==> src/rtl/lc3b_types.sv <==
// Shared LC-3b pipeline types: register index, hazard-controller
// state and the bundled per-stage buffer load/flush controls.
package lc3b_types;

    typedef logic [2:0] lc3b_reg;

    typedef enum logic [1:0] {
        RUN,
        MEM_WAIT,
        MEM_DONE
    } pipe_ctrl_state_t;

    typedef struct packed {
        logic load_if_id;
        logic load_id_ex;
        logic load_ex_mem;
        logic load_mem_wb;
        logic flush_if_id;
        logic flush_id_ex;
        logic flush_ex_mem;
    } lc3b_pipe_ctrl;

endpackage

==> src/rtl/pipeline_control_if.sv <==
// Pipeline controller bundle: cache handshakes, hazard inputs,
// stage-buffer controls and performance counters.
interface pipeline_control_if #(
    parameter int CNT_W = 16
);
    import lc3b_types::*;

    logic           imem_resp;
    logic           dmem_resp;
    logic           mem_read;
    logic           mem_write;
    logic           mem_br_taken;
    lc3b_reg        id_src1;
    lc3b_reg        id_src2;
    logic           id_use_src1;
    logic           id_use_src2;
    lc3b_reg        ex_dest;
    logic           ex_is_load;

    logic           imem_read;
    logic           dmem_read;
    logic           dmem_write;
    logic           load_mdr_hold;
    logic           load_pc;
    logic           pcmux_sel;
    logic           load_if_id;
    logic           load_id_ex;
    logic           load_ex_mem;
    logic           load_mem_wb;
    logic           flush_if_id;
    logic           flush_id_ex;
    logic           flush_ex_mem;
    logic [CNT_W-1:0] stall_count;
    logic [CNT_W-1:0] flush_count;

    modport master (
        input  imem_resp, dmem_resp, mem_read, mem_write,
        input  mem_br_taken, id_src1, id_src2,
        input  id_use_src1, id_use_src2, ex_dest, ex_is_load,
        output imem_read, dmem_read, dmem_write, load_mdr_hold,
        output load_pc, pcmux_sel,
        output load_if_id, load_id_ex, load_ex_mem, load_mem_wb,
        output flush_if_id, flush_id_ex, flush_ex_mem,
        output stall_count, flush_count
    );

    modport slave (
        output imem_resp, dmem_resp, mem_read, mem_write,
        output mem_br_taken, id_src1, id_src2,
        output id_use_src1, id_use_src2, ex_dest, ex_is_load,
        input  imem_read, dmem_read, dmem_write, load_mdr_hold,
        input  load_pc, pcmux_sel,
        input  load_if_id, load_id_ex, load_ex_mem, load_mem_wb,
        input  flush_if_id, flush_id_ex, flush_ex_mem,
        input  stall_count, flush_count
    );

endinterface

==> src/rtl/hazard_detect.sv <==
// Load-use comparator: the EX-stage load writes a register that the
// ID-stage instruction actually reads.
module hazard_detect
    import lc3b_types::*;
(
    input  logic    i_ex_is_load,
    input  lc3b_reg i_ex_dest,
    input  lc3b_reg i_id_src1,
    input  lc3b_reg i_id_src2,
    input  logic    i_use_src1,
    input  logic    i_use_src2,
    output logic    o_hazard
);

    logic w_hit1;
    logic w_hit2;

    assign w_hit1   = i_use_src1 & (i_id_src1 == i_ex_dest);
    assign w_hit2   = i_use_src2 & (i_id_src2 == i_ex_dest);
    assign o_hazard = i_ex_is_load & (w_hit1 | w_hit2);

endmodule

==> src/rtl/pipeline_control.sv <==
// Five-stage LC-3b hazard/stall controller: memory stalls, load-use
// bubbles, taken-branch redirects and saturating debug counters.
module pipeline_control
    import lc3b_types::*;
#(
    parameter int CNT_W = 16
) (
    input  logic               clk,
    input  logic               reset_n,
    pipeline_control_if.master bus
);

    pipe_ctrl_state_t r_state;
    pipe_ctrl_state_t w_state_nxt;
    lc3b_pipe_ctrl    w_ctl;
    logic             w_load_pc;
    logic             w_pcmux_sel;
    logic             w_mem_access;
    logic             w_dmem_done;
    logic             w_advance;
    logic             w_hazard;
    logic             w_redirect;
    logic             w_stall;
    logic             w_not_done;
    logic [CNT_W-1:0] r_stall_count;
    logic [CNT_W-1:0] r_flush_count;

    assign w_mem_access = bus.mem_read | bus.mem_write;
    assign w_dmem_done  = ~w_mem_access | bus.dmem_resp
                        | (r_state == MEM_DONE);
    assign w_advance    = bus.imem_resp & w_dmem_done;
    assign w_redirect   = w_advance & bus.mem_br_taken;
    // a memory stall or a load-use bubble both count as a stall
    assign w_stall      = ~w_advance
                        | (~bus.mem_br_taken & w_hazard);
    assign w_not_done   = reset_n & (r_state != MEM_DONE);

    hazard_detect u_hazard (
        .i_ex_is_load (bus.ex_is_load),
        .i_ex_dest    (bus.ex_dest),
        .i_id_src1    (bus.id_src1),
        .i_id_src2    (bus.id_src2),
        .i_use_src1   (bus.id_use_src1),
        .i_use_src2   (bus.id_use_src2),
        .o_hazard     (w_hazard)
    );

    // state register
    always_ff @(posedge clk or negedge reset_n) begin
        if (!reset_n) r_state <= RUN;
        else          r_state <= w_state_nxt;
    end

    // next state: track whether the data access already completed
    always_comb begin
        w_state_nxt = r_state;
        unique case (r_state)
            RUN: begin
                if (w_mem_access & ~bus.dmem_resp)
                    w_state_nxt = MEM_WAIT;
                else if (w_mem_access & ~w_advance)
                    w_state_nxt = MEM_DONE;
            end
            MEM_WAIT: begin
                if (bus.dmem_resp & w_advance)
                    w_state_nxt = RUN;
                else if (bus.dmem_resp)
                    w_state_nxt = MEM_DONE;
            end
            MEM_DONE: begin
                if (w_advance) w_state_nxt = RUN;
            end
            default: w_state_nxt = RUN;
        endcase
    end

    // stage-buffer controls, highest priority first
    always_comb begin
        w_ctl       = '0;
        w_load_pc   = 1'b0;
        w_pcmux_sel = 1'b0;
        priority case (1'b1)
            !reset_n: begin
                w_ctl.flush_if_id  = 1'b1;
                w_ctl.flush_id_ex  = 1'b1;
                w_ctl.flush_ex_mem = 1'b1;
            end
            !w_advance: begin
                w_load_pc = 1'b0;
            end
            w_redirect: begin
                w_ctl       = '1;
                w_load_pc   = 1'b1;
                w_pcmux_sel = 1'b1;
            end
            w_hazard: begin
                w_ctl.load_id_ex  = 1'b1;
                w_ctl.load_ex_mem = 1'b1;
                w_ctl.load_mem_wb = 1'b1;
                w_ctl.flush_id_ex = 1'b1;
            end
            default: begin
                w_ctl.load_if_id  = 1'b1;
                w_ctl.load_id_ex  = 1'b1;
                w_ctl.load_ex_mem = 1'b1;
                w_ctl.load_mem_wb = 1'b1;
                w_load_pc         = 1'b1;
            end
        endcase
    end

    // saturating performance counters
    always_ff @(posedge clk or negedge reset_n) begin
        if (!reset_n) begin
            r_stall_count <= '0;
            r_flush_count <= '0;
        end else begin
            if (w_stall && !(&r_stall_count))
                r_stall_count <= r_stall_count + 1'b1;
            if (w_redirect && !(&r_flush_count))
                r_flush_count <= r_flush_count + 1'b1;
        end
    end

    assign bus.imem_read     = reset_n;
    assign bus.dmem_read     = bus.mem_read & w_not_done;
    assign bus.dmem_write    = bus.mem_write & w_not_done;
    assign bus.load_mdr_hold = reset_n & bus.dmem_resp
                             & bus.mem_read;
    assign bus.load_pc       = w_load_pc;
    assign bus.pcmux_sel     = w_pcmux_sel;
    assign bus.load_if_id    = w_ctl.load_if_id;
    assign bus.load_id_ex    = w_ctl.load_id_ex;
    assign bus.load_ex_mem   = w_ctl.load_ex_mem;
    assign bus.load_mem_wb   = w_ctl.load_mem_wb;
    assign bus.flush_if_id   = w_ctl.flush_if_id;
    assign bus.flush_id_ex   = w_ctl.flush_id_ex;
    assign bus.flush_ex_mem  = w_ctl.flush_ex_mem;
    assign bus.stall_count   = r_stall_count;
    assign bus.flush_count   = r_flush_count;

endmodule

==> src/flat_wrapper.sv <==
// flat-port wrapper written by rule: the top's interface ports become plain ports
module pipeline_control_flat import lc3b_types::*;
#(
    parameter int CNT_W = 16
)
  (clk, reset_n, bus_imem_resp, bus_dmem_resp, bus_mem_read, bus_mem_write, bus_mem_br_taken, bus_id_src1, bus_id_src2, bus_id_use_src1, bus_id_use_src2, bus_ex_dest, bus_ex_is_load, bus_imem_read, bus_dmem_read, bus_dmem_write, bus_load_mdr_hold, bus_load_pc, bus_pcmux_sel, bus_load_if_id, bus_load_id_ex, bus_load_ex_mem, bus_load_mem_wb, bus_flush_if_id, bus_flush_id_ex, bus_flush_ex_mem, bus_stall_count, bus_flush_count);
  pipeline_control_if #(.CNT_W(CNT_W)) bus_i ();
  input  logic clk;
  input  logic reset_n;
  input wire logic [$bits(bus_i.imem_resp)-1:0] bus_imem_resp;
  input wire logic [$bits(bus_i.dmem_resp)-1:0] bus_dmem_resp;
  input wire logic [$bits(bus_i.mem_read)-1:0] bus_mem_read;
  input wire logic [$bits(bus_i.mem_write)-1:0] bus_mem_write;
  input wire logic [$bits(bus_i.mem_br_taken)-1:0] bus_mem_br_taken;
  input wire logic [$bits(bus_i.id_src1)-1:0] bus_id_src1;
  input wire logic [$bits(bus_i.id_src2)-1:0] bus_id_src2;
  input wire logic [$bits(bus_i.id_use_src1)-1:0] bus_id_use_src1;
  input wire logic [$bits(bus_i.id_use_src2)-1:0] bus_id_use_src2;
  input wire logic [$bits(bus_i.ex_dest)-1:0] bus_ex_dest;
  input wire logic [$bits(bus_i.ex_is_load)-1:0] bus_ex_is_load;
  output wire logic [$bits(bus_i.imem_read)-1:0] bus_imem_read;
  output wire logic [$bits(bus_i.dmem_read)-1:0] bus_dmem_read;
  output wire logic [$bits(bus_i.dmem_write)-1:0] bus_dmem_write;
  output wire logic [$bits(bus_i.load_mdr_hold)-1:0] bus_load_mdr_hold;
  output wire logic [$bits(bus_i.load_pc)-1:0] bus_load_pc;
  output wire logic [$bits(bus_i.pcmux_sel)-1:0] bus_pcmux_sel;
  output wire logic [$bits(bus_i.load_if_id)-1:0] bus_load_if_id;
  output wire logic [$bits(bus_i.load_id_ex)-1:0] bus_load_id_ex;
  output wire logic [$bits(bus_i.load_ex_mem)-1:0] bus_load_ex_mem;
  output wire logic [$bits(bus_i.load_mem_wb)-1:0] bus_load_mem_wb;
  output wire logic [$bits(bus_i.flush_if_id)-1:0] bus_flush_if_id;
  output wire logic [$bits(bus_i.flush_id_ex)-1:0] bus_flush_id_ex;
  output wire logic [$bits(bus_i.flush_ex_mem)-1:0] bus_flush_ex_mem;
  output wire logic [$bits(bus_i.stall_count)-1:0] bus_stall_count;
  output wire logic [$bits(bus_i.flush_count)-1:0] bus_flush_count;
  assign bus_i.imem_resp = bus_imem_resp;
  assign bus_i.dmem_resp = bus_dmem_resp;
  assign bus_i.mem_read = bus_mem_read;
  assign bus_i.mem_write = bus_mem_write;
  assign bus_i.mem_br_taken = bus_mem_br_taken;
  assign bus_i.id_src1 = bus_id_src1;
  assign bus_i.id_src2 = bus_id_src2;
  assign bus_i.id_use_src1 = bus_id_use_src1;
  assign bus_i.id_use_src2 = bus_id_use_src2;
  assign bus_i.ex_dest = bus_ex_dest;
  assign bus_i.ex_is_load = bus_ex_is_load;
  assign bus_imem_read = bus_i.imem_read;
  assign bus_dmem_read = bus_i.dmem_read;
  assign bus_dmem_write = bus_i.dmem_write;
  assign bus_load_mdr_hold = bus_i.load_mdr_hold;
  assign bus_load_pc = bus_i.load_pc;
  assign bus_pcmux_sel = bus_i.pcmux_sel;
  assign bus_load_if_id = bus_i.load_if_id;
  assign bus_load_id_ex = bus_i.load_id_ex;
  assign bus_load_ex_mem = bus_i.load_ex_mem;
  assign bus_load_mem_wb = bus_i.load_mem_wb;
  assign bus_flush_if_id = bus_i.flush_if_id;
  assign bus_flush_id_ex = bus_i.flush_id_ex;
  assign bus_flush_ex_mem = bus_i.flush_ex_mem;
  assign bus_stall_count = bus_i.stall_count;
  assign bus_flush_count = bus_i.flush_count;
  pipeline_control #(.CNT_W(CNT_W)) u_core (.clk(clk), .reset_n(reset_n), .bus(bus_i));
endmodule
==> config.mk <==
export PLATFORM = sky130hd
export DESIGN_NAME = pipeline_control_flat
export DESIGN_NICKNAME = d
export VERILOG_FILES = /design/src/rtl/lc3b_types.sv /design/src/rtl/pipeline_control_if.sv /design/src/rtl/hazard_detect.sv /design/src/rtl/pipeline_control.sv /design/src/flat_wrapper.sv
export SDC_FILE = /design/constraint.sdc
export NUM_CORES = 1
export LEC_CHECK = 0
export CAP_MARGIN = 20
export CORE_MARGIN = 2
export CORE_UTILIZATION = 41
export CTS_CLUSTER_SIZE = 40
export DETAILED_ROUTE_END_ITERATION = 10
export HOLD_SLACK_MARGIN = 0.12
export PLACE_DENSITY_LB_ADDON = 0.12
export SLEW_MARGIN = 20
export SYNTH_ARGS = -nofsm -noshare
export SYNTH_HDL_FRONTEND = slang
export SYNTH_SLANG_ARGS = --single-unit
==> constraint.sdc <==
create_clock -name clk -period 2 [get_ports clk]
set_input_delay 0.2 -clock clk [delete_from_list [all_inputs] [get_ports clk]]
set_output_delay 0.2 -clock clk [all_outputs]
set_load 0.01 [all_outputs]
==> flow_summary.json, run 1 <==
{
  "status": "finished clean",
  "cts_buffers": 5,
  "fin_ws_ps": 62.6,
  "ys_seq_area_frac": 0.456,
  "hold_viol": 0,
  "synth_edf_count": 0,
  "crit_start": "u_core.bus.stall_count[1]$_DFFE_PN0P_",
  "synth_ff_type": "dfrtp_1",
  "r2r_setup_slack_ps": 60,
  "grt_max_degree": 17,
  "grt_usage": 0.192,
  "crit_path_end_kind": "flop",
  "rsz0062_at_grt": "true",
  "grt_pass1_vias": 1634,
  "cts_sinks": 34,
  "required_ps": 2170,
  "p_leak_nw": 1.32,
  "detail_route.wirelength_um": 4670,
  "wl_per_cell_um": 14.2,
  "postRouteAntennaNets": 0,
  "placed_cell_area_sq_mm": 0.00274,
  "start_kind": "flop",
  "die_w_um": 71.5,
  "htree_levels": 2,
  "cp_slowest_cell": "or4_4",
  "cts_tree": "done",
  "tns_ps": 0,
  "fin_nets": 298,
  "period_share": 0.969,
  "power_density_mw_per_mm2": 840,
  "chipHeight_um": 71.5,
  "hpwl_um": 3490,
  "antenna_cells": 0,
  "syn_avg_cell_area_sq_um": 10.3,
  "die_area_sq_mm": 0.00511,
  "grt_pass1_wl_um": 7690,
  "async_reset_ff_frac": 1.00,
  "drtIter0Drc": 79,
  "mostFrequentLayoutCells": "clkdlybuf4s50_1 (55), dfrtp_1 (33), buf_4 (29)",
  "crit_fanout": 4,
  "drcViolationCount": 0,
  "max-vdd-ir-drop_mv": 0.639,
  "synthCells": 182,
  "path_cells": "ha_2, nand3_2, or4_4, o21ai_4, nor2_2, mux2_4",
  "areaGrowthSynthToFinish_pct": 57.5,
  "drt-met1-wl_um": 2150,
  "fp-row-count": 24,
  "relSlewSlack": 0.785,
  "gp_congestion": 0.876,
  "vias": 1713,
  "worstSkewPairLatency_ps": 280,
  "setup_viol": 0,
  "ioPinCount": 64,
  "antenna_found_initial": 0,
  "dp_worst_setup_slack_ps": -142,
  "io_buffers": 63,
  "fin_skew_ps": 9.56,
  "max_cap_viol_count": 0,
  "routed.top_layer": "met4",
  "crit_type": "reg2reg",
  "first_pass_iters": 4,
  "dr_wl_met3_um": 255,
  "arrival_ps": 2110,
  "final_max_slew_viol_count": 0,
  "tightest_slew_ps": 319,
  "cts_buffer_depth": 2,
  "ys_warn_count": 0,
  "fin_crit_ps": 1940,
  "drive_gt1_frac": 0.238,
  "synthesis.nets": 203,
  "core_area_sq_mm": 0.00435,
  "viasPerCell": 5.21,
  "synth_top_area_cell": "dfrtp_1",
  "hp-class": "in2async",
  "clock.fmax_mhz": 516,
  "grt-ovfl-total": 0,
  "cts.clk_slew.worst_paths_ps": 70,
  "synth_top_area_frac": 0.456,
  "final_common_cell": "clkdlybuf4s50_1",
  "root_buffer": "clkbuf_8",
  "fin_area_sq_mm": 0.00294,
  "wl_met2_um": 2230,
  "start_util": 0.428,
  "synth.area.top_cells": "dfrtp_1 (46%), xnor2_1 (8.9%), xor2_1 (7.0%)",
  "worstReg2RegStart": "u_core.bus.stall_count[1]$_DFFE_PN0P_",
  "yosys_register_bits": 34,
  "synth_area_sq_mm": 0.00187,
  "synth.distinct_cells": 36,
  "cpPeakStageDelay_ps": 580
}
state kept, by name, summed over array words and instances, names as in the netlist:
signal                  cells
u_core.bus.flush_count     16
u_core.r_state              2
u_core.bus.stall_count     16
through the flow:
stage               power, mW  cells  hold WS (ps)  utilization
CTS                      2.48    329           309        0.666
global route             2.60    329           308        0.675
floorplan                1.30    182         -95.6            -
global placement         1.80    318          68.6        0.629
finish                   2.47    329           305        0.675
detailed placement       1.83    318          68.6        0.629
cell families (layout without fill, tap and decap cells):
logic type | after synthesis | in the layout | synth area share
and+or+nand+nor | 86 | 86 | 0.264
DFF | 34 | 34 | 0.456
adders and majority gates | 2 | 2 | 0.0134
xor gates and xnor gates | 34 | 34 | 0.160
muxes | 4 | 4 | 0.0262
AOI/OAI and AO/OA | 14 | 14 | 0.0537
buffers and inverters | 8 | 103 | 0.0268
routing by layer:
| metal | track usage | up-vias |
|---|---|---|
| li1 | - | 838 |
| met1 | 0.260 | 825 |
| met2 | 0.311 | 46 |
| met3 | 0.0450 | 4 |
| met4 | 0.0503 | 0 |
| met5 | 0 | - |
final cells by class:
type,count,area [sq um]
Sequential cell,34,852
Tap cell,52,65.1
Clock buffer,6,82.6
Clock inverter,1,30.0
Inverter,1,3.75
Fill cell,358,1420
Timing Repair Buffer,95,881
Multi-Input combinational cell,140,1020
synth_stat cells, drive strengths merged (4+ instances only):
library cell and number:
nand3 10, mux2 4, xnor2 19, nor4 4, and3 10, nor3 12, buf 6, nand2 15
dfrtp 34, o21ai 4, nor2 6, xor2 15, nand4 13, and2 5
what timing repair did:
item	in CTS	in global routing
setup endpoints to repair	8	18
endpoints found under the hold margin	34	0
gates resized for setup	9	13
setup buffers	3	0
pin swaps	2	3
hold buffers	1	0
worst max-delay path: cells and delay by family (launching register included):
family	cells	cell delay, ps
flops	1	360
mux	1	300
fa+ha+maj	1	210
compound gates	1	220
simple gates	3	740
power by group:
| part | leakage, nW | switching [mW] | total, mW | internal, mW |
|---|---|---|---|---|
| Combinational | 0.818 | 0.364 | 0.888 | 0.524 |
| Clock | 0.0573 | 0.245 | 0.644 | 0.399 |
| Sequential | 0.448 | 0.122 | 0.937 | 0.815 |
| Total | 1.32 | 0.730 | 2.47 | 1.74 |
final timing paths:
kind / cells past startpoint / end
worst max-delay path: 6 / u_core.bus.stall_count[1]$_DFFE_PN0P_
worst max register to register: 6 / u_core.bus.stall_count[1]$_DFFE_PN0P_
worst min register to register: 1 / u_core.r_state[0]$_DFFE_PN0P_
worst min-delay path: 2 / u_core.r_state[0]$_DFFE_PN0P_
min in group clk: 1 / u_core.r_state[0]$_DFFE_PN0P_
max in group asynchronous: 3 / u_core.bus.stall_count[0]$_DFFE_PN0P_
Note: power is estimated with default switching activity, not from simulation.
==> run 2: changes to the inputs <==
SETUP_SLACK_MARGIN = 0.3   (was not set)
==> flow_summary.json, run 2 (synthesis gave the netlist of run 1 again) <==
{
  "power_density_mw_per_mm2": 757,
  "grt_usage": 0.206,
  "antenna_found_initial": 0,
  "antenna_cells": 0,
  "final_max_slew_viol_count": 0,
  "io_buffers": 63,
  "r2r_setup_slack_ps": 140,
  "start_kind": "flop",
  "cts.clk_slew.worst_paths_ps": 70,
  "max-vdd-ir-drop_mv": 0.628,
  "worstSkewPairLatency_ps": 290,
  "multi_input_area_sq_mm": 0.00125,
  "drcViolationCount": 0,
  "wl_per_cell_um": 15.3,
  "die_area_sq_mm": 0.00511,
  "hp-class": "in2async",
  "fin_area_sq_mm": 0.00338,
  "ioPinCount": 64,
  "hold_viol": 0,
  "max_cap_viol_count": 0,
  "gp_congestion": 0.890,
  "chipHeight_um": 71.5,
  "arrival_ps": 2020,
  "hpwl_um": 3430,
  "required_ps": 2160,
  "crit_type": "reg2reg",
  "die_w_um": 71.5,
  "fin_nets": 320,
  "setup_viol": 0,
  "crit_path_end_kind": "flop",
  "grt-ovfl-total": 0,
  "grt_pass1_wl_um": 8360,
  "status": "finished clean",
  "drive_gt1_frac": 0.397,
  "r2r_cells": 6,
  "mostFrequentLayoutCells": "clkdlybuf4s50_1 (45), buf_4 (38), dfrtp_1 (31)",
  "final_common_cell": "clkdlybuf4s50_1",
  "drtIter0Drc": 107,
  "utilization": 0.775,
  "r2r-end": "u_core.bus.stall_count[10]$_DFFE_PN0P_",
  "areaGrowthSynthToFinish_pct": 81.0,
  "worstReg2RegStart": "u_core.bus.stall_count[11]$_DFFE_PN0P_",
  "seq_area_sq_um": 855,
  "fin_crit_ps": 1860,
  "viasPerCell": 5.11,
  "root_buffer": "clkbuf_8",
  "fill_cells": 293,
  "cts_buffers": 5,
  "clock.fmax_mhz": 539,
  "postRouteAntennaNets": 0,
  "detail_route.wirelength_um": 5390,
  "htree_levels": 2,
  "period_share": 0.928,
  "start_util": 0.428,
  "cts_tree": "done",
  "fin_skew_ps": 8.09,
  "rsz0062_at_grt": "true",
  "grt_max_degree": 22,
  "p_leak_nw": 1.55,
  "crit_fanout": 5,
  "fp-row-count": 24,
  "cts_buffer_depth": 2,
  "core_area_sq_mm": 0.00435,
  "cts_sinks": 34,
  "first_pass_iters": 4,
  "fin_total_pwr_mw": 2.56,
  "tightest_slew_ps": 422,
  "placed_cell_area_sq_mm": 0.00280,
  "grt_pass1_vias": 1798,
  "vias": 1798,
  "relSlewSlack": 0.716
}
run 2: stage by stage:
stage | setup TNS, ps | hold slack (ps) | std cells | worst slack (ps)
finish | 0 | 460 | 352 | 143
global route | 0 | 482 | 352 | 34.1
CTS | 0 | 442 | 350 | 156
detailed placement | -1080 | 83.6 | 323 | -150
global placement | -1140 | 76.6 | 323 | -117
floorplan | 0 | -95.6 | 182 | 112
run 2: final cells by class:
class	count	area share
Clock buffer	7	0.0256
Clock inverter	1	0.00148
Inverter	1	0.00111
Multi-Input combinational cell	140	0.371
Sequential cell	34	0.253
Tap cell	52	0.0193
Timing Repair Buffer	117	0.328
run 2: how the worst max path moves through the flow:
stage / start / endpoint / slack, ps / cells past startpoint
global route: u_core.bus.stall_count[1]$_DFFE_PN0P_ / u_core.bus.stall_count[15]$_DFFE_PN0P_ / 30 / 6
floorplan: u_core.bus.stall_count[1]$_DFFE_PN0P_ / u_core.bus.stall_count[1]$_DFFE_PN0P_ / 110 / 6
CTS: u_core.bus.stall_count[1]$_DFFE_PN0P_ / u_core.bus.stall_count[1]$_DFFE_PN0P_ / 160 / 6
detailed placement: bus_ex_dest[1] / bus_flush_id_ex / -150 / 7
finish: u_core.bus.stall_count[11]$_DFFE_PN0P_ / u_core.bus.stall_count[10]$_DFFE_PN0P_ / 140 / 6
global placement: bus_mem_write / bus_load_pc / -120 / 6
run 2: where the power goes:
| part | switching [mW] | total (mW) | internal [mW] |
|---|---|---|---|
| logic | 0.442 | 1.07 | 0.630 |
| registers | 0.132 | 0.951 | 0.818 |
| clock network | 0.256 | 0.534 | 0.278 |
| total | 0.830 | 2.56 | 1.73 |
run 2: worst max-delay path, cell delays in order, from the launching register on:
cell     delay [ps]
dfrtp_1         370
nand4_1         150
or4_4           620
o21ai_4         240
buf_12          160
nor3_1           60
xor2_1          140
run 2: timing repair:
item	4_1_cts	5_1_grt
resized for setup	62	51
gates cloned	1	0
endpoints found under the setup margin	37	41
endpoints found under the hold margin	21	0
setup buffers	16	2
hold buffers	2	0
pin swaps	16	24
run 2: metal layers:
layer	vias to the layer above	part of all wire	GRT usage
li1	879	-	-
met1	861	0.45	0.274
met2	51	0.49	0.342
met3	7	0.053	0.0450
met4	0	0.010	0.0545
met5	-	0	0
==> run 3: changes to the inputs <==
ABC_CLOCK_PERIOD_IN_PS = 2000   (was not set)
==> results of run 3 <==
Same layout as run 2: the final DEF is identical, and so are final timing and power.
==> RTL change 1 (config.mk and constraints of run 3) <==
`CNT_W` is set to 16 in 3 places; all go to 32.
--- a/src/rtl/pipeline_control_if.sv
+++ b/src/rtl/pipeline_control_if.sv
@@ -2,5 +2,5 @@
 // stage-buffer controls and performance counters.
 interface pipeline_control_if #(
-    parameter int CNT_W = 16
+    parameter int CNT_W = 32
 );
     import lc3b_types::*;
--- a/src/rtl/pipeline_control.sv
+++ b/src/rtl/pipeline_control.sv
@@ -4,5 +4,5 @@
     import lc3b_types::*;
 #(
-    parameter int CNT_W = 16
+    parameter int CNT_W = 32
 ) (
     input  logic               clk,
--- a/src/flat_wrapper.sv
+++ b/src/flat_wrapper.sv
@@ -2,5 +2,5 @@
 module pipeline_control_flat import lc3b_types::*;
 #(
-    parameter int CNT_W = 16
+    parameter int CNT_W = 32
 )
   (clk, reset_n, bus_imem_resp, bus_dmem_resp, bus_mem_read, bus_mem_write, bus_mem_br_taken, bus_id_src1, bus_id_src2, bus_id_use_src1, bus_id_use_src2, bus_ex_dest, bus_ex_is_load, bus_imem_read, bus_dmem_read, bus_dmem_write, bus_load_mdr_hold, bus_load_pc, bus_pcmux_sel, bus_load_if_id, bus_load_id_ex, bus_load_ex_mem, bus_load_mem_wb, bus_flush_if_id, bus_flush_id_ex, bus_flush_ex_mem, bus_stall_count, bus_flush_count);
Ports: changed (resized bus_flush_count and bus_stall_count); port bits go from 64 to 96. The function was not compared with the original's and may differ.
==> RTL change 1 against run 3 <==
  * Synthesized area grew 93%
  * Maximum frequency fell by 1.8%
  * Combinational power grew 20%
  * Worst setup slack lost 33 ps
  * Clock skew rose by 3.2 ps
  * Sequential power up 72%
  * Power up 58%
  * Final area increased by 98%
  * Sequential cell count increased by 32
  * Routed wire length grew 140%
  * Highest routed layer unchanged
==> RTL change 1: results (changes against run 3) <==
status -> completed
non-clk buf share -> 33.0% (+0.15 points)
Worst Reg2Reg Path Length in Cells -> 7 (+1)
Critical Path AT -> 1690 ps (-330 ps)
Clock Latency Late Sink -> 360 ps (+70 ps)
Setup crit start -> u_core.r_state[1]$_DFFE_PN0P_
met1 GRT Util -> 27.9% (+0.57 points)
Routed Wire Length -> 12900 um (+140%)
largest net degree at the start of global routing -> 36 (+64%)
pre-CTS WS -> -271 ps (-121 ps)
Worst VDD drop -> 0.662 mV (+5.4%)
TritonCTS Sinks -> 66 (+94%)
post-DR vias/cell -> 5.56 (+8.8%)
Synth Area in XOR/XNOR -> 15.3% (-0.61 points)
global-route wire length before repair -> 18100 um (+120%)
Layout clock buffers -> 14 (+7)
CP Launch Type -> register
Seq/Total Area, Yosys -> 45.9% (+0.34 points)
Reg area -> 1660 um2 (+95%)
count of distinct cell types in the synthesized netlist -> 43 (+19%)
Net Count, Synth -> 377 (+86%)
RR Startpoint -> u_core.r_state[0]$_DFFE_PN0P_
mux contribution to synthesized area -> 1.50% (-1.1 points)
1st-iter DRT viols -> 160 (+50%)
fraction of area in multi-input gates -> 36.9% (-0.27 points)
#MultiIn Comb -> 265 (+89%)
CTS Buf Count -> 9 (+4)
Repair and plain buffers -> 242 (+110%)
I/O Buffers -> 95 (+51%)
M2 GR Usage -> 41.2% (+7.1 points)
Worst Path Max Fanout -> 4 (-1)
R2R setup slack -> 110 ps (-30 ps)
final weighted congestion in routability-driven placement -> 0.819 (-8.0%)
layout cell share with drive strength beyond 1 -> 43.1% (+3.5 points)
Tot GR Track Use -> 23.6% (+3.0 points)
Clock-cell share -> 2.84% (+0.14 points)
worst-margin pin slew -> 464 ps (+42.4 ps)
H-tree lvl count -> 3 (+1)
Worst Skew -> 11.3 ps (+3.18 ps)
leakage -> 2.93 nW (+89%)
fillers -> 568 (+94%)
Compound-Gate Fraction of Synth Area -> 11.0% (+5.6 points)
commonest cells in the netlist -> dfrtp_1, xnor2_1, nand3_1
met3 Resource Use GR -> 3.60% (-0.90 points)
adder-cell area share of the yosys netlist -> 0.696% (-0.65 points)
worst r2r dst -> u_core.bus.flush_count[23]$_DFFE_PN0P_
Post-DP HPWL -> 7420 um (+120%)
worst setup path end -> bus_flush_ex_mem
Synth area leaders -> dfrtp_1, xnor2_1, and3_1
vias in the first global route -> 3689 (+110%)
post-route clock period utilization -> 94.5% (+1.7 points)
## RTL change 1: changes by cell type after synthesis, sizes merged, moves of 10 or more
cell | run 3 | this run
dfrtp | 34 | 66
xnor2 | 19 | 50
nand3 | 10 | 24
o211ai | 0 | 14
and3 | 10 | 22
clkbuf | 1 | 11
o21ai | 4 | 14
## RTL change 1: per-stage QoR
| step | hold WS [ps] | setup TNS, ps | util, % | std cells | cell area, um2 |
|---|---|---|---|---|---|
| finish | 122 | 0 | 77.8 | 704 | 6690 |
| global route | 165 | -37.5 | 77.8 | 704 | 6690 |
| CTS | 124 | 0 | 69.7 | 663 | 5990 |
| detailed placement | 32.2 | -3230 | 62.3 | 616 | 5350 |
| global placement | 28.7 | -2330 | 62.3 | 616 | 5350 |
| floorplan | -95.6 | -209 | - | 356 | 3810 |
## RTL change 1: repair_timing
action / in CTS / in global routing
setup endpoints to repair: 73 / 75
resized for setup: 89 / 85
pin swaps: 41 / 52
gates cloned: 2 / 1
hold buffers: 2 / 0
buffers inserted: 28 / 40
hold endpoints to repair: 31 / 0
## RTL change 1: cell families (layout without fill, tap and decap cells)
| logic type | Yosys count | count (layout) |
|---|---|---|
| buffers and inverters | 26 | 265 |
| multiplexers | 5 | 5 |
| AND/OR/NAND/NOR | 137 | 138 |
| AO/OA/AOI/OAI | 57 | 57 |
| flip-flops | 66 | 66 |
| adder cells (fa/ha/maj) | 2 | 2 |
| XOR/XNOR | 63 | 63 |
## RTL change 1: worst max-delay path, stage by stage (launching register included)
cell,delay [ps]
dfrtp_1,380
and2b_1,180
o211ai_1,160
buf_4,170
nand2_1,90
buf_4,140
clkdlybuf4s15_2,220
## RTL change 1: report_power, final
group | internal [mW] | leakage [nW] | switching [mW]
clock network | 0.581 | 0.0948 | 0.541
logic | 0.695 | 1.97 | 0.584
registers | 1.48 | 0.864 | 0.162
total | 2.75 | 2.93 | 1.29
## RTL change 1: routing by layer
layer | up-vias | wire length [um]
met2 | 126 | 6780
met3 | 43 | 527
met5 | - | 0
met1 | 1960 | 5010
li1 | 1785 | -
met4 | 0 | 538
## RTL change 1: worst min path at each step
stage                                                  endpoint  slack (ps)  cells after the start
after floorplan           u_core.bus.flush_count[0]$_DFFE_PN0P_        -100                      0
after global placement    u_core.bus.stall_count[9]$_DFFE_PN0P_          30                      1
after detailed placement  u_core.bus.stall_count[9]$_DFFE_PN0P_          30                      1
after CTS                 u_core.bus.stall_count[4]$_DFFE_PN0P_         120                      3
after global routing      u_core.bus.stall_count[0]$_DFFE_PN0P_         170                      3
final                     u_core.bus.stall_count[1]$_DFFE_PN0P_         120                      3
==> RTL change 2 (flow settings as in run 3) <==
Made on the original files. Re-encode `pipe_ctrl_state_t` (3 states) as one-hot, 3 bits wide.
--- a/src/rtl/lc3b_types.sv
+++ b/src/rtl/lc3b_types.sv
@@ -5,8 +5,8 @@
     typedef logic [2:0] lc3b_reg;
 
-    typedef enum logic [1:0] {
-        RUN,
-        MEM_WAIT,
-        MEM_DONE
+    typedef enum logic [2:0] {
+        RUN      = 3'b001,
+        MEM_WAIT = 3'b010,
+        MEM_DONE = 3'b100
     } pipe_ctrl_state_t;
 
Function: same outputs for any inputs over 10 cycles, from zero or initial values and one cycle with reset_n low; not proved beyond that.
==> RTL change 2 against run 3 <==
  * Worst setup slack better by 7.7 ps
  * Global-route usage fell by 1.2 points
  * Critical path depth did not move
  * Die area grew 2.6%
  * Clock power up 4.1%
  * Worst hold slack improved by 32 ps
  * Power increased by 4.5%
  * Routed wire length shrank 5.2%
  * Critical endpoint is now bus_flush_if_id
  * Sequential cell count is 1 higher
  * Final area down 7.0%
  * Clock skew increased by 4.5 ps
  * Synthesized area increased by 2.7%
  * Critical path type is now reg2out
  * Count of clock-buffer cells in the layout up 1
==> RTL change 2: results (changes against run 3) <==
status -> completed
met3 Resource Use GR -> 3.33% (-1.2 points)
Seq/Total Area, Yosys -> 45.8% (+0.15 points)
max incr delay on CP -> 550 ps (-70 ps)
Tot GR Track Use -> 19.4% (-1.2 points)
mux contribution to synthesized area -> 1.17% (-1.4 points)
largest net degree at the start of global routing -> 36 (+64%)
M2 GR Usage -> 31.8% (-2.4 points)
global-route wire length before repair -> 8020 um (-4.1%)
adder-cell area share of the yosys netlist -> 1.31% (-0.036 points)
wire per inst -> 15.4 um (+0.80%)
NetSw -> 0.862 mW (+3.9%)
Post-DP HPWL -> 3140 um (-8.4%)
Worst Path Max Fanout -> 3 (-2)
worst-margin pin slew -> 445 ps (+22.8 ps)
Worst Skew -> 12.6 ps (+4.51 ps)
nets@finish -> 299 (-6.6%)
worst min-delay path class -> reg2reg
CTS Buf Count -> 5 (unchanged)
Net Count, Synth -> 206 (+1.5%)
post-DR vias/cell -> 5.30 (+3.7%)
pre-CTS WS -> -88.5 ps (+61.7 ps)
Synth area leaders -> dfrtp_1, xnor2_1, o211ai_1
Tmin final -> 1850 ps (-7.69 ps)
met1 GRT Util -> 26.4% (-0.98 points)
vias in the first global route -> 1698 (-5.6%)
Critical Path AT -> 1650 ps (-370 ps)
leakage -> 1.33 nW (-14%)
fillers -> 300 (+2.4%)
commonest cells in the netlist -> dfrtp_1, xnor2_1, nor2_1
Synth Area in XOR/XNOR -> 16.4% (+0.49 points)
Worst VDD drop -> 0.477 mV (-24%)
Compound-Gate Fraction of Synth Area -> 10.8% (+5.5 points)
CP max-delay cell -> dfstp_2
layout cell share with drive strength beyond 1 -> 30.5% (-9.2 points)
H-tree lvl count -> 2 (unchanged)
final weighted congestion in routability-driven placement -> 0.725 (-18%)
count of distinct cell types in the synthesized netlist -> 41 (+14%)
[RTL change 2: critical path, delay by kind of cell, from the launching register on]
family	cells	cell delay, ps
DFF	1	550
buffers and inverters	3	380
AOI/OAI and AO/OA	1	260
and+or+nand+nor	2	190
[RTL change 2: what timing repair did]
item / CTS / global route
buffers inserted: 15 / 4
endpoints found under the setup margin: 25 / 43
pin swaps: 18 / 24
endpoints found under the hold margin: 34 / 0
hold buffers: 1 / 0
gates cloned: 1 / 1
resized for setup: 45 / 44
[RTL change 2: per-stage QoR]
stage | cells | utilization, % | TNS, ps | area [um2] | hold slack [ps]
after floorplan | 185 | - | 0 | 1930 | -95.6
after global placement | 301 | 60.1 | -41.4 | 2650 | 365
after detailed placement | 301 | 60.1 | -129 | 2650 | 360
after CTS | 326 | 67.5 | 0 | 2980 | 503
after global routing | 331 | 71.1 | 0 | 3140 | 524
final | 331 | 71.1 | 0 | 3140 | 492
[RTL change 2: kinds of logic after synthesis]
kind of cell	count (synthesis)
AOI/OAI and AO/OA	25
xor gates and xnor gates	36
adders and majority gates	2
buffers and inverters	13
DFF	35
muxes	2
and+or+nand+nor	72
[RTL change 2: cell type report]
class                   count  area [um2]  share of cell area, %
clock buffers               8         100                   3.19
repair buffers             95         913                   29.1
well taps                  52        65.1                   2.07
flip-flops and latches     35         882                   28.1
multi-input cells         137        1160                   37.0
inverters                   4        15.0                  0.478
[RTL change 2: power groups by stage]
stage,registers [mW],logic (mW),clock network (mW)
global placement,1.05,0.785,0
global route,1.08,1.15,0.605
floorplan,1.08,0.324,0
finish,1.05,1.06,0.556
CTS,1.03,0.972,0.572
detailed placement,1.05,0.802,0
[RTL change 2: path summary, 6_finish.rpt]
| path | slack (ps) | from | to | depth (start not counted) |
|---|---|---|---|---|
| worst min register to register | 490 | u_core.bus.stall_count[15]$_DFFE_PN0P_ | u_core.bus.stall_count[15]$_DFFE_PN0P_ | 1 |
| min in group asynchronous | 590 | reset_n | u_core.bus.stall_count[1]$_DFFE_PN0P_ | 3 |
| worst max-delay path | 150 | u_core.r_state[0]$_DFFE_PN1P_ | bus_flush_if_id | 6 |
| max in group asynchronous | 1050 | reset_n | u_core.r_state[0]$_DFFE_PN1P_ | 3 |
| worst max register to register | 170 | u_core.r_state[1]$_DFFE_PN0P_ | u_core.bus.flush_count[1]$_DFFE_PN0P_ | 7 |
| worst min-delay path | 490 | u_core.bus.stall_count[15]$_DFFE_PN0P_ | u_core.bus.stall_count[15]$_DFFE_PN0P_ | 1 |
[RTL change 2: metal layers]
metal / routed length (um) / vias to the layer above / part of all wire [%]
met1: 2230 / 869 / 44
met5: 0 / - / 0
met4: 19 / 0 / 0.37
met3: 219 / 2 / 4.3
met2: 2640 / 39 / 52
li1: - / 843 / -
